## src/rtl/l2_spandex_out_arbiter.sv

```systemverilog
// Outbound message arbiter for the L2 Spandex cache: NCH buffered valid/ready channels serialised onto one registered, channel-tagged output.
// Define SPANDEX_OUT_FIXED_PRIO_EN for strict lowest-index-first priority; otherwise round-robin.
module l2_spandex_out_arbiter #(
   parameter int NCH   = 3,
   parameter int MSG_W = 64,
   parameter int DEPTH = 4,
   localparam int CH_W  = (NCH > 1) ? $clog2(NCH) : 1,
   localparam int PTR_W = $clog2(DEPTH),
   localparam int CNT_W = $clog2(DEPTH + 1)
) (
   input  logic                   clk,
   input  logic                   rst,
   input  logic [NCH-1:0]         in_valid,
   output logic [NCH-1:0]         in_ready,
   input  logic [NCH*MSG_W-1:0]   in_data,
   output logic                   out_valid,
   input  logic                   out_ready,
   output logic [MSG_W-1:0]       out_data,
   output logic [CH_W-1:0]        out_chan,
   output logic                   idle
);

   localparam logic [CNT_W-1:0] FULL_CNT = CNT_W'(DEPTH);

   logic [MSG_W-1:0]            r_mem [NCH][DEPTH];
   logic [NCH-1:0][PTR_W-1:0]   r_wrPtr;
   logic [NCH-1:0][PTR_W-1:0]   r_rdPtr;
   logic [NCH-1:0][CNT_W-1:0]   r_count;
   logic                        r_outValid;
   logic [MSG_W-1:0]            r_outData;
   logic [CH_W-1:0]             r_outChan;

   logic [NCH-1:0]              w_notEmpty;
   logic [NCH-1:0]              w_push;
   logic [NCH-1:0]              w_pop;
   logic                        w_load;
   logic                        w_grantValid;
   logic [CH_W-1:0]             w_grant;
   logic [MSG_W-1:0]            w_head;

   // Ready depends only on registered occupancy, so a same-cycle pop never frees a slot early.
   always_comb begin
      for (int i = 0; i < NCH; i++) begin
         w_notEmpty[i] = (r_count[i] != '0);
         in_ready[i]   = !rst && (r_count[i] < FULL_CNT);
         w_push[i]     = in_valid[i] && in_ready[i];
      end
   end

   assign w_load = !r_outValid || out_ready;

`ifdef SPANDEX_OUT_FIXED_PRIO_EN
   always_comb begin
      w_grantValid = 1'b0;
      w_grant      = '0;
      for (int i = NCH - 1; i >= 0; i--) begin
         if (w_notEmpty[i]) begin
            w_grantValid = 1'b1;
            w_grant      = CH_W'(i);
         end
      end
   end
`else
   logic [CH_W-1:0] r_rr;

   // Winner is the non-empty channel at the smallest circular distance from r_rr.
   always_comb begin
      int off;
      int bestOff;
      w_grantValid = 1'b0;
      w_grant      = '0;
      off          = 0;
      bestOff      = NCH;
      for (int i = 0; i < NCH; i++) begin
         if (w_notEmpty[i]) begin
            off = (i + NCH - int'(r_rr)) % NCH;
            if (off < bestOff) begin
               bestOff      = off;
               w_grantValid = 1'b1;
               w_grant      = CH_W'(i);
            end
         end
      end
   end

   always_ff @(posedge clk) begin
      if (rst) begin
         r_rr <= '0;
      end else if (w_load && w_grantValid) begin
         r_rr <= CH_W'((int'(w_grant) + 1) % NCH);
      end
   end
`endif

   always_comb begin
      for (int i = 0; i < NCH; i++) begin
         w_pop[i] = w_load && w_grantValid && (w_grant == CH_W'(i));
      end
   end

   assign w_head = r_mem[w_grant][r_rdPtr[w_grant]];

   always_ff @(posedge clk) begin
      for (int i = 0; i < NCH; i++) begin
         if (w_push[i]) begin
            r_mem[i][r_wrPtr[i]] <= in_data[i*MSG_W +: MSG_W];
         end
      end
   end

   always_ff @(posedge clk) begin
      if (rst) begin
         r_wrPtr    <= '0;
         r_rdPtr    <= '0;
         r_count    <= '0;
         r_outValid <= 1'b0;
         r_outData  <= '0;
         r_outChan  <= '0;
      end else begin
         for (int i = 0; i < NCH; i++) begin
            if (w_push[i]) begin
               r_wrPtr[i] <= r_wrPtr[i] + PTR_W'(1);
            end
            if (w_pop[i]) begin
               r_rdPtr[i] <= r_rdPtr[i] + PTR_W'(1);
            end
            case ({w_push[i], w_pop[i]})
               2'b10:   r_count[i] <= r_count[i] + CNT_W'(1);
               2'b01:   r_count[i] <= r_count[i] - CNT_W'(1);
               default: r_count[i] <= r_count[i];
            endcase
         end
         // While stalled the output register and every FIFO head are frozen.
         if (w_load) begin
            if (w_grantValid) begin
               r_outValid <= 1'b1;
               r_outData  <= w_head;
               r_outChan  <= w_grant;
            end else begin
               r_outValid <= 1'b0;
            end
         end
      end
   end

   assign out_valid = r_outValid;
   assign out_data  = r_outData;
   assign out_chan  = r_outChan;
   assign idle      = (w_notEmpty == '0) && !r_outValid;

endmodule

```

## config.mk

```make
export PLATFORM = sky130hd
export DESIGN_NAME = l2_spandex_out_arbiter
export DESIGN_NICKNAME = d
export VERILOG_FILES = /design/src/rtl/l2_spandex_out_arbiter.sv
export SDC_FILE = /design/constraint.sdc
export NUM_CORES = 1
export LEC_CHECK = 0
export ABC_CLOCK_PERIOD_IN_PS = 7300
export CORE_ASPECT_RATIO = 0.5
export CORE_MARGIN = 1.5
export CORE_UTILIZATION = 48
export CTS_CLUSTER_DIAMETER = 100
export CTS_CLUSTER_SIZE = 8
export DETAILED_ROUTE_END_ITERATION = 7
export PLACE_DENSITY = 0.64
export SLEW_MARGIN = 20
export SYNTH_ARGS = -nofsm -noshare
export SYNTH_HDL_FRONTEND = slang
export SYNTH_SLANG_ARGS = --single-unit
```

## constraint.sdc

```tcl
create_clock -name clk -period 7.3 [get_ports clk]
set_input_delay 0.73 -clock clk [delete_from_list [all_inputs] [get_ports clk]]
set_output_delay 0.73 -clock clk [all_outputs]
set_load 0.01 [all_outputs]
```

==> results of run 1 <==
[cells in the mapped netlist (2+ instances only)]
| cell | instances | area (um^2) |
|---|---|---|
| nand3_1 | 2 | 10.01 |
| a311oi_1 | 3 | 26.28 |
| edfxtp_1 | 768 | 23060 |
| o22ai_1 | 64 | 400.4 |
| a31oi_1 | 2 | 12.51 |
| a31o_1 | 2 | 17.52 |
| a211o_1 | 2 | 17.52 |
| buf_1 | 3 | 11.26 |
| and3_1 | 14 | 87.58 |
| a21o_1 | 3 | 22.52 |
| mux4_2 | 192 | 4324 |
| ha_1 | 42 | 525.5 |
| xor2_1 | 6 | 52.55 |
| a211oi_1 | 2 | 15.01 |
| nand2_1 | 16 | 60.06 |
| nor2_1 | 28 | 105.1 |
| nor2b_1 | 4 | 25.02 |
| buf_8 | 6 | 90.09 |
| o21ai_0 | 13 | 65.06 |
| xnor2_1 | 3 | 26.28 |
| mux2i_1 | 66 | 660.6 |
| buf_6 | 4 | 45.04 |
| nand2b_1 | 67 | 419.2 |
| inv_1 | 31 | 116.4 |
| a21oi_1 | 12 | 60.06 |
| mux2_2 | 65 | 732.0 |
| buf_2 | 7 | 35.03 |
| clkbuf_1 | 49 | 183.9 |
| and2_1 | 3 | 18.77 |
| nor3_1 | 3 | 15.01 |
| dfxtp_1 | 90 | 1802 |
| buf_4 | 14 | 105.1 |
| o31ai_1 | 5 | 37.54 |
| fa_1 | 3 | 60.06 |
| or3_1 | 9 | 56.30 |
[layer usage]
metal / vias up / wire [um]
met5: - / 0
met2: 459 / 39960
li1: 7370 / -
met1: 8860 / 33050
met4: 0 / 1960
met3: 118 / 3712
[area by class of cell]
cell class                      instances  area share, %
Timing Repair Buffer                  295          7.261
Sequential cell                       858          61.18
Clock buffer                          210          8.110
Multi-Input combinational cell        650          20.03
Clock inverter                          5         0.1538
Inverter                               33         0.3046
Antenna cell                            9        0.05538
Tap cell                              945          2.907
[worst min-delay path by stage]
stage / startpoint / end / cells after the start
floorplan: r_count[8]$_SDFFE_PP0P_ / r_count[8]$_SDFFE_PP0P_ / 2
detailed placement: out_data[32]$_SDFFE_PP0P_ / out_data[32]$_SDFFE_PP0P_ / 2
global placement: out_data[27]$_SDFFE_PP0P_ / out_data[27]$_SDFFE_PP0P_ / 2
global route: out_data[34]$_SDFFE_PP0P_ / out_data[34]$_SDFFE_PP0P_ / 2
CTS: out_data[32]$_SDFFE_PP0P_ / out_data[32]$_SDFFE_PP0P_ / 2
finish: out_data[32]$_SDFFE_PP0P_ / out_data[32]$_SDFFE_PP0P_ / 2
[kinds of logic (layout without fill, tap and decap cells)]
kind of cell | after synthesis | in the layout
AOI/OAI and AO/OA | 120 | 120
xor gates and xnor gates | 9 | 9
adders and majority gates | 45 | 45
buffers and inverters | 116 | 543
DFF | 858 | 858
muxes | 324 | 324
other | 0 | 9
and+or+nand+nor | 152 | 152
[state kept, by name, indices dropped and copies added, names as in the netlist]
register and flops:
out_chan 2, out_data 64, out_valid 1, r_count 9, r_mem 768, r_rdPtr 6, r_rr 2, r_wrPtr 6
[through the flow]
| step | total power, mW | setup WS (ps) | cells | util (%) | cell area [um^2] |
|---|---|---|---|---|---|
| floorplan | 9.305 | 579.9 | 1624 | - | 33490 |
| global placement | 10.70 | 637.9 | 2779 | 53.95 | 37230 |
| detailed placement | 10.73 | 382.6 | 2779 | 53.95 | 37230 |
| CTS | 15.69 | 387.6 | 2994 | 58.82 | 40590 |
| global route | 16.23 | 69.01 | 3004 | 58.93 | 40670 |
| finish | 15.55 | 518.0 | 3005 | 58.94 | 40670 |
[report_power, final]
| part | switching (mW) | leakage (nW) | total [mW] | internal (mW) |
|---|---|---|---|---|
| registers | 0.187 | 7.72 | 5.91 | 5.72 |
| clock network | 1.92 | 1.59 | 4.93 | 3.01 |
| logic | 2.52 | 4.02 | 4.72 | 2.19 |
| total | 4.63 | 13.3 | 15.6 | 10.9 |
[critical path, delay by kind of cell (launching register included)]
kind | cells | cell delay, ps
DFF | 1 | 420
and+or+nand+nor | 7 | 1860
buffers and inverters | 6 | 520
adders and majority gates | 7 | 2000
xor gates and xnor gates | 1 | 160
AOI/OAI and AO/OA | 8 | 1740
==> out/metrics.cfg, run 1 <==
[run_status]
run_status=finished clean

[clocking]
clock_latency_ps=660
htree_levels=3
cts_setup_buffers=0
numCtsBuffers=117
clockBufferDepth=3
ctsHoldBuffers=0
postCtsResizedCells=0
clk_pin_slew_worst_paths_ps=50
cts_tree=built
clkSinkCount=858
cts-root-buf=clkbuf_16

[critical_path]
rr_startpoint=r_rr[0]$_SDFFE_PP0P_
worstSetupEndpointType=flop
rr_worst_depth=29
startpoint=r_rr[0]$_SDFFE_PP0P_
critical_path_class=flop to flop
critPathSlowestCell=or3_1
arrival_ps=7360
path_max_fanout=19
endpoint=r_count[2]$_SDFFE_PP0P_
worst_path_most_repeated_cell=ha_1
rr_endpoint=r_count[2]$_SDFFE_PP0P_
critPathLaunchType=flop
slowest_delay_ps=430
required_ps=7880
r2r_slack_ps=520

[global_routing]
grt_usage_pct=22.38
grt_max_degree=69
grtUsageMet3_pct=3.978
grtUsageMet2_pct=38.06
grt_pass1_wl_um=115500
busiest_layer=met2
grt_overflow=0
grt_pass1_vias=17720
grt_antenna_before_repair=9
use_met1_pct=29.44

[yosys]
synthesis.area_um2=33490
yosys.area_share.xor_xnor_pct=0.2353
synth_fa_ha_area_share_pct=1.748
synth_ff_type=edfxtp_1
synth_cell_types=56
synthArstFlopShare_pct=0
synth_edf_count=768
synth_top_family_by_area=multiplexers
synthMuxAreaShare_pct=17.11
ys_seq_elements=858
ys_seq_area_share_pct=74.23
yosysWarningCount=0
syn_area_per_cell_um2=20.62
syn_inst=1624
synth-simple-area-share_pct=2.536
synth_compound_gate_area_share_pct=2.361
syn-num-nets=1867

[pwr]
peakVddDrop_v=0.0004224
power.density_nw_per_um2=382.4
p_leak_nw=13.32

[finish]
num-nets-final=2198
nFillCells=5073
syn_to_final_growth_pct=21.42
final_common_cell=edfxtp_1
multi_input_area_um2=8145
final_cell_mix=edfxtp_1, clkdlybuf4s50_1, mux4_2
drive_above_1_share_pct=21.26
seqCellArea_um2=24880

[die]
fp.dieH_um=189.8
rows=68
core_um2=69000
initial_core_util_pct=48.54
dieWidth_um=376.6
die-area_um2=71470
ios=269

[flow_run]
max_cap_violations=0

[route]
num_vias=16810
routedWlPerCell_um=26.18
firstDrtPassIters=5
drt_iter0_drc=1278
drc=0
viasPerCell=5.593
drt_wl_total_um=78680
drtAntennaViolNets=0

[worst_hold_path]
min_path_type=flop to flop

[sta]
drv_slew=0
hold_viol_final=0
fin_hold_ws_ps=483.3
setup_viol=0
rsz0062_at_grt=false
fin_skew_ps=28.34
slew_headroom_pct=23.86
tightest_slew_ps=1142
tns_ps=0
min_period_over_period_pct=92.90
fmax_mhz=147.5
finalCriticalPeriod_ps=6782

[place]
gp_congestion=0.8335
place_hpwl_um=43180
io_buffers=268

Power figures use the tool's default switching activity.
==> run 2, diff against run 1 <==
--- a/config.mk
+++ b/config.mk
@@ -5,12 +5,12 @@
 export SDC_FILE = /design/constraint.sdc
 export NUM_CORES = 1
 export LEC_CHECK = 0
-export ABC_CLOCK_PERIOD_IN_PS = 7300
+export ABC_CLOCK_PERIOD_IN_PS = 7200
 export CORE_ASPECT_RATIO = 0.5
 export CORE_MARGIN = 1.5
 export CORE_UTILIZATION = 48
 export CTS_CLUSTER_DIAMETER = 100
-export CTS_CLUSTER_SIZE = 8
+export CTS_CLUSTER_SIZE = 12
 export DETAILED_ROUTE_END_ITERATION = 7
 export PLACE_DENSITY = 0.64
 export SLEW_MARGIN = 20
==> constraint.sdc (replaced) <==
create_clock -name clk -period 7.2 [get_ports clk]
set_input_delay 0.72 -clock clk [delete_from_list [all_inputs] [get_ports clk]]
set_output_delay 0.72 -clock clk [all_outputs]
set_load 0.01 [all_outputs]
==> run 2 against run 1 <==
Effect of this change: sequential power is 1% higher; clock skew is 8.9 ps lower; first-iteration DRC count is 1.4% lower; total power is 5.1% lower; combinational power is 1% higher; fmax is 1.4% higher; clock power is 19% lower; design area is 2.3% lower; die area stayed put; core utilization is 1.4 points lower; clock-buffer cell count is 62 lower.
==> out/metrics.cfg, run 2 (synthesis gave the netlist of run 1 again) <==
[pwr]
power.density_nw_per_um2=371.7
peakVddDrop_v=0.0003165
p_leak_nw=12.89
total_power_mw=14.76

[critical_path]
required_ps=7670
critPathSlowestCell=buf_4
path_max_fanout=36
worstSetupEndpointType=flop
critical_path_class=flop to flop
arrival_ps=7150
slowest_delay_ps=660
critPathLaunchType=flop

[sta]
min_period_over_period_pct=92.89
finalCriticalPeriod_ps=6688
hold_viol_final=0
rsz0062_at_grt=false
slew_headroom_pct=23.61
fin_skew_ps=19.44
fin_hold_ws_ps=486.6
fmax_mhz=149.5
setup_viol=0
tightest_slew_ps=1146
drv_slew=0
tns_ps=0

[global_routing]
grt_overflow=0
grt_pass1_vias=17430
grt_max_degree=65
grt_antenna_before_repair=8
grt_pass1_wl_um=115500
grt_usage_pct=22.45

[finish]
largest_reg_flops=768
final_common_cell=edfxtp_1
syn_to_final_growth_pct=18.58
stdcell_count=2944
design_area_um2=39720
final_cell_mix=edfxtp_1, clkdlybuf4s50_1, mux4_2
drive_above_1_share_pct=20.24
nFillCells=5124
num-nets-final=2167

[route]
drt_iter0_drc=1260
drt_wl_total_um=78990
drtAntennaViolNets=0
firstDrtPassIters=5
drc=0
num_vias=16660
routedWlPerCell_um=26.83
viasPerCell=5.658

[die]
core_um2=69000
die-area_um2=71470
initial_core_util_pct=48.54
fp.dieH_um=189.8
dieWidth_um=376.6
ios=269
rows=68

[place]
place_hpwl_um=44000
dp_cells=2785
gp_congestion=0.8041
io_buffers=268
place_area_um2=37260

[clocking]
cts-root-buf=clkbuf_16
clkSinkCount=858
postCtsResizedCells=0
numCtsBuffers=81
clockBufferDepth=3
cts_setup_buffers=0
clk_pin_slew_worst_paths_ps=60
clock_latency_ps=630
htree_levels=3
cts_tree=built
ctsHoldBuffers=0

[run_status]
run_status=finished clean

[flow_run]
max_cap_violations=0

[worst_hold_path]
min_path_type=flop to flop

[run 2: cell types whose count changed in the layout (fill, tap and decap cells not counted), moves of 2 or more]
cell	before	now
buf_12	4	2
buf_4	23	30
clkbuf_1	92	62
clkbuf_16	118	86
inv_6	2	0
[run 2: final cells by class]
cell class              count  area (um^2)  area share [%]
multi-input cells         650         8138           20.49
well taps                 945         1182           2.977
clock inverters             2        25.02         0.06300
clock buffers             148         2385           6.004
flip-flops and latches    858        24880           62.64
diodes                      8        20.02         0.05040
repair buffers            300         2965           7.466
inverters                  33        123.9          0.3119
[run 2: metrics by stage]
step | setup slack, ps | utilization (%)
floorplan | 479.9 | -
global placement | 701.9 | 54.00
detailed placement | 597.8 | 54.00
CTS | 569.0 | 57.49
global route | 109.0 | 57.55
finish | 511.6 | 57.56
[run 2: critical path, delay by kind of cell (launching register included)]
family                   cells  cell delay [ps]
buffers and inverters        8             2380
AO/OA/AOI/OAI                9             1470
adder cells (fa/ha/maj)      4             1110
AND/OR/NAND/NOR              4              770
flip-flops                   1              450
multiplexers                 1              280
[run 2: final timing paths]
path                                to  cells past startpoint                       from  slack [ps]
max reg2reg  out_data[57]$_SDFFE_PP0P_                     26       r_rr[1]$_SDFFE_PP0P_         510
max          out_data[57]$_SDFFE_PP0P_                     26       r_rr[1]$_SDFFE_PP0P_         510
min          out_data[60]$_SDFFE_PP0P_                      2  out_data[60]$_SDFFE_PP0P_         490
min reg2reg  out_data[60]$_SDFFE_PP0P_                      2  out_data[60]$_SDFFE_PP0P_         490
[run 2: report_power, final]
part	total (mW)	switching [mW]	internal (mW)
Clock	3.99	1.76	2.23
Sequential	5.98	0.191	5.79
Combinational	4.79	2.59	2.20
Total	14.8	4.54	10.2
[run 2: layer usage]
layer	track usage (%)	up-vias	wire (um)	share of wire, %
li1	-	7264	-	-
met5	0	-	12	0.015
met3	3.652	101	3408	4.3
met4	5.847	2	1443	1.8
met2	37.86	387	39800	50
met1	30.73	8904	34320	43
